===== config.mk =====
export PLATFORM = sky130hd
export DESIGN_NAME = mem_port_arbiter
export DESIGN_NICKNAME = d
export VERILOG_FILES = /design/src/rtl/mem_port_arbiter.sv
export SDC_FILE = /design/constraint.sdc
export NUM_CORES = 1
export LEC_CHECK = 0
export BUFFER_PORTS_ARGS = -buffer_cell sky130_fd_sc_hd__buf_2
export CAP_MARGIN = 10
export CORE_AREA = 2 2 104 106
export DETAILED_ROUTE_END_ITERATION = 8
export DIE_AREA = 0 0 106 108
export SKIP_LAST_GASP = 1
export SYNTH_ARGS = -nofsm -noshare
export SYNTH_HDL_FRONTEND = slang
export SYNTH_SLANG_ARGS = --single-unit

===== constraint.sdc =====
create_clock -name clk -period 5.4 [get_ports clk]
set_input_delay 0 -clock clk [delete_from_list [all_inputs] [get_ports clk]]
set_output_delay 0 -clock clk [all_outputs]
set_load 0.01 [all_outputs]

===== src/rtl/mem_port_arbiter.sv =====
// Two-requester round-robin arbiter for the unified MIPS instruction/data memory.
// Optional transfer/wait counters are enabled with `define MEM_PORT_ARBITER_STATS_EN.
module mem_port_arbiter #(
  parameter int AW        = 32,
  parameter int DW        = 32,
  parameter int MAX_BURST = 4
) (
  input  logic          clk,
  input  logic          reset,
  input  logic          r0_req,
  input  logic          r0_we,
  input  logic [AW-1:0] r0_addr,
  input  logic [DW-1:0] r0_wdata,
  output logic          r0_gnt,
  output logic          r0_ack,
  input  logic          r1_req,
  input  logic          r1_we,
  input  logic [AW-1:0] r1_addr,
  input  logic [DW-1:0] r1_wdata,
  output logic          r1_gnt,
  output logic          r1_ack,
  output logic [DW-1:0] rdata,
  output logic          mem_we,
  output logic [AW-1:0] mem_addr,
  output logic [DW-1:0] mem_wdata,
  input  logic [DW-1:0] mem_rdata,
  output logic          busy
`ifdef MEM_PORT_ARBITER_STATS_EN
  ,
  output logic [15:0]   r0_xfer_cnt,
  output logic [15:0]   r1_xfer_cnt,
  output logic [15:0]   wait_cnt
`endif
);

  localparam int BCW = $clog2(MAX_BURST + 1);

  typedef enum logic [1:0] {IDLE, OWN0, OWN1} state_t;

  state_t         state_q, state_d;
  logic           last_q, last_d;
  logic [BCW-1:0] burst_q, burst_d;
  logic           r0_gnt_q, r1_gnt_q, busy_q;
  logic [31:0]    burst_ext;
  logic           burst_hit, burst_sat;

  assign burst_ext = 32'(burst_q);
  assign burst_hit = (burst_ext + 32'd1) >= 32'(MAX_BURST);
  assign burst_sat = burst_ext >= 32'(MAX_BURST);

  always_comb begin
    state_d = state_q;
    last_d  = last_q;
    burst_d = burst_q;
    case (state_q)
      IDLE: begin
        burst_d = '0;
        // last_q names the previous owner, so a tie goes to the other one
        if (r0_req && (!r1_req || last_q)) state_d = OWN0;
        else if (r1_req)                   state_d = OWN1;
      end
      OWN0: begin
        if (r1_req && (!r0_req || burst_hit)) begin
          state_d = OWN1;
          burst_d = '0;
          last_d  = 1'b0;
        end else if (r0_req) begin
          burst_d = burst_sat ? burst_q : burst_q + 1'b1;
        end else begin
          state_d = IDLE;
          burst_d = '0;
          last_d  = 1'b0;
        end
      end
      OWN1: begin
        if (r0_req && (!r1_req || burst_hit)) begin
          state_d = OWN0;
          burst_d = '0;
          last_d  = 1'b1;
        end else if (r1_req) begin
          burst_d = burst_sat ? burst_q : burst_q + 1'b1;
        end else begin
          state_d = IDLE;
          burst_d = '0;
          last_d  = 1'b1;
        end
      end
      default: begin
        state_d = IDLE;
        burst_d = '0;
      end
    endcase
  end

  always_ff @(posedge clk) begin
    if (reset) begin
      state_q  <= IDLE;
      last_q   <= 1'b1;
      burst_q  <= '0;
      r0_gnt_q <= 1'b0;
      r1_gnt_q <= 1'b0;
      busy_q   <= 1'b0;
    end else begin
      state_q  <= state_d;
      last_q   <= last_d;
      burst_q  <= burst_d;
      r0_gnt_q <= (state_d == OWN0);
      r1_gnt_q <= (state_d == OWN1);
      busy_q   <= (state_d != IDLE);
    end
  end

  assign r0_gnt    = r0_gnt_q;
  assign r1_gnt    = r1_gnt_q;
  assign busy      = busy_q;
  assign r0_ack    = r0_gnt_q & r0_req & ~reset;
  assign r1_ack    = r1_gnt_q & r1_req & ~reset;
  assign mem_we    = ~reset & ((r0_gnt_q & r0_req & r0_we) | (r1_gnt_q & r1_req & r1_we));
  assign mem_addr  = r1_gnt_q ? r1_addr  : r0_addr;
  assign mem_wdata = r1_gnt_q ? r1_wdata : r0_wdata;
  assign rdata     = mem_rdata;

`ifdef MEM_PORT_ARBITER_STATS_EN
  logic [15:0] r0_cnt_q, r1_cnt_q, wait_q;

  always_ff @(posedge clk) begin
    if (reset) begin
      r0_cnt_q <= '0;
      r1_cnt_q <= '0;
      wait_q   <= '0;
    end else begin
      r0_cnt_q <= r0_cnt_q + {15'd0, r0_req & r0_ack};
      r1_cnt_q <= r1_cnt_q + {15'd0, r1_req & r1_ack};
      // one tick per cycle even if both requesters are stalled
      wait_q   <= wait_q + {15'd0, (r0_req & ~r0_ack) | (r1_req & ~r1_ack)};
    end
  end

  assign r0_xfer_cnt = r0_cnt_q;
  assign r1_xfer_cnt = r1_cnt_q;
  assign wait_cnt    = wait_q;
`endif

endmodule


==> flow_summary.json <==
{
  "peakVddDrop_v": 0.000162,
  "gr-usage-met3_pct": 2.35,
  "grt_pass1_wl_um": 9120,
  "drc": 0,
  "fmax_mhz": 512,
  "grt_use_total_pct": 10.1,
  "p_leak_nw": 1.32,
  "syn_inst": 165,
  "met2_usage_pct": 18.1,
  "power_switching_uw": 153,
  "dp_hpwl_um": 5810,
  "cpMostUsedCell": "ha_1",
  "synth-seq-cells": 9,
  "period_minus_slack_ps": 1960,
  "grt_busiest_layer": "met2",
  "cts.htree.levels": 1,
  "synthTopCellsByArea": "mux2_2, buf_4, dfxtp_1",
  "rsz0062_at_grt": "no",
  "place_area_sq_um": 2490,
  "rows": 37,
  "fp.dieH_um": 108,
  "ios": 268,
  "diodes": 0,
  "path_class": "reg -> reg",
  "use_met1_pct": 12.7,
  "critical-path-slowest-cell": "dfxtp_1",
  "start_util_pct": 15.3,
  "wl_per_cell_um": 14.0,
  "synth.yosys.seq_area_share_pct": 11.5,
  "stdcell_area_sq_um": 2530,
  "cts_setup_buffers": 0,
  "synth.most_common_cell": "mux2_2",
  "fin_nets": 506,
  "relSlewSlack_pct": 56.3,
  "p_comb_share_pct": 61.8,
  "die_x_um": 106,
  "ys_async_sr_fraction_pct": 0,
  "cell_internal_pwr_uw": 270,
  "crit_family": "compound AO/OA/AOI/OAI gates",
  "cts.path.max_buffers": 2,
  "hold_viol_final": 0,
  "coreArea_sq_um": 10200,
  "antenna_found_initial": 0,
  "ys.flop_type": "dfxtp_1",
  "gp_congestion": 0.732,
  "synth_cell_types": 35,
  "power_frac_clock_pct": 18.3,
  "clock_latency_ps": 230,
  "cts_resized": 0,
  "hold_class": "in -> out",
  "clkTransAtPathRegs_ps": 40,
  "cts_sinks": 9,
  "cts_tree": "yes",
  "wirelength_um": 6550,
  "ys_warn_count": 0,
  "path_buf_inv": 1,
  "viasPerCell": 3.91,
  "setup_viol": 0,
  "slew_violations": 0,
  "status": "finished clean",
  "grt_pass1_vias": 1822,
  "syn_to_final_growth_pct": 61.3,
  "portBuffers": 203,
  "start_kind": "register",
  "vias": 1834,
  "syn_nets": 337,
  "synth_edf_count": 0,
  "critPathMaxStageDelay_ps": 390,
  "first_pass_iters": 4,
  "cp-end-kind": "register",
  "die_area_sq_um": 11400,
  "syn_area_sq_um": 1570,
  "worstPathArrival_ps": 2070,
  "synth_common_cells": "mux2_2, buf_4, dfxtp_1, inv_1",
  "finalSetupTns_ps": 0,
  "drt_iter0_drc": 51,
  "period_share_pct": 36.2,
  "powerDensity_nw_per_um2": 167,
  "cts_hold_buffers": 0,
  "required_ps": 5510,
  "cap_violations": 0,
  "switching_share_pct": 36.2,
  "post-route-util_pct": 24.8,
  "grt_start_max_net_pins": 55,
  "cts_buffers": 3,
  "seqPwrFrac_pct": 19.9,
  "crit_fanout": 5,
  "synth_top_area_cell": "mux2_2",
  "synth_top_area_share_pct": 45.9,
  "skew_ps": 2.15,
  "p_total_uw": 422,
  "syn_area_per_cell_sq_um": 9.52,
  "grt_overflow": 0,
  "antenna_left": 0,
  "cts_root_buf": "clkbuf_8",
  "worst_slew_pin_slew_ps": 655,
  "crit_chain": "ha_1 -> inv_1 -> ha_1 -> a31o_4 -> a211oi_4 -> nor3_1 -> or3_1",
  "drive_above_1_share_pct": 82.6
}
## state kept, by name (all words and copies together), names as in the netlist
name     flops
burst_q      3
state_q      2
busy         1
r1_gnt       1
last_q       1
r0_gnt       1
## kinds of logic after synthesis
logic type	count (synthesis)	synth area share (%)
flops	9	11.5
xor+xnor	1	0.558
fa+ha+maj	6	4.78
compound gates	14	8.45
mux	66	47.2
simple gates	22	8.21
buf+inv	47	19.4
## path summary, 6_finish.rpt
path | from | endpoint | slack (ps) | cells past startpoint
max reg2reg | burst_q[0]$_SDFF_PP0_ | last_q$_SDFFE_PP1P_ | 3440 | 7
min reg2reg | burst_q[0]$_SDFF_PP0_ | burst_q[0]$_SDFF_PP0_ | 580 | 2
min | mem_rdata[9] | rdata[9] | 0.004 | 0
max | burst_q[0]$_SDFF_PP0_ | last_q$_SDFFE_PP1P_ | 3440 | 7
## per-stage QoR
step                cells  hold WS (ps)  setup WS [ps]
finish                469       0.00443           3440
global route          469        0.0154           3300
floorplan             165          54.8           3560
CTS                   469        0.0686           3420
global placement      465        0.0686           3510
detailed placement    465        0.0686           3460
## layer usage
layer  vias to the layer above  part of all wire (%)
met5                         -                     0
met4                         0                  0.27
met3                         4                   7.8
met2                       110                    51
met1                       824                    41
li1                        896                     -
## power groups by stage
stage / logic (mW) / clock network [mW] / registers, mW
after global routing: 0.284 / 0.0848 / 0.0858
final: 0.261 / 0.0772 / 0.0841
after CTS: 0.264 / 0.0809 / 0.0846
after global placement: 0.259 / 0 / 0.0854
after detailed placement: 0.263 / 0 / 0.0859
after floorplan: 0.176 / 0 / 0.0824
## final cells by class
cell class | count | area [sq um]
multi-input combinational | 109 | 1090
inverter | 7 | 26.3
clock buffer | 4 | 45.0
fill | 1108 | 7700
tap | 136 | 170
sequential | 9 | 181
timing repair buffer | 204 | 1020
## placed cells by master, fill, tap and decap left out, types with 2 or more instances in the layout
master,Yosys,routed
buf_2,6,203
clkbuf_8,0,3
dfxtp_1,9,8
ha_1,6,6
inv_1,7,7
mux2_2,64,64
mux2i_1,2,2
nand2_1,3,3
nor2_1,6,6
nor3_1,4,4
Power figures use the tool's default switching activity.
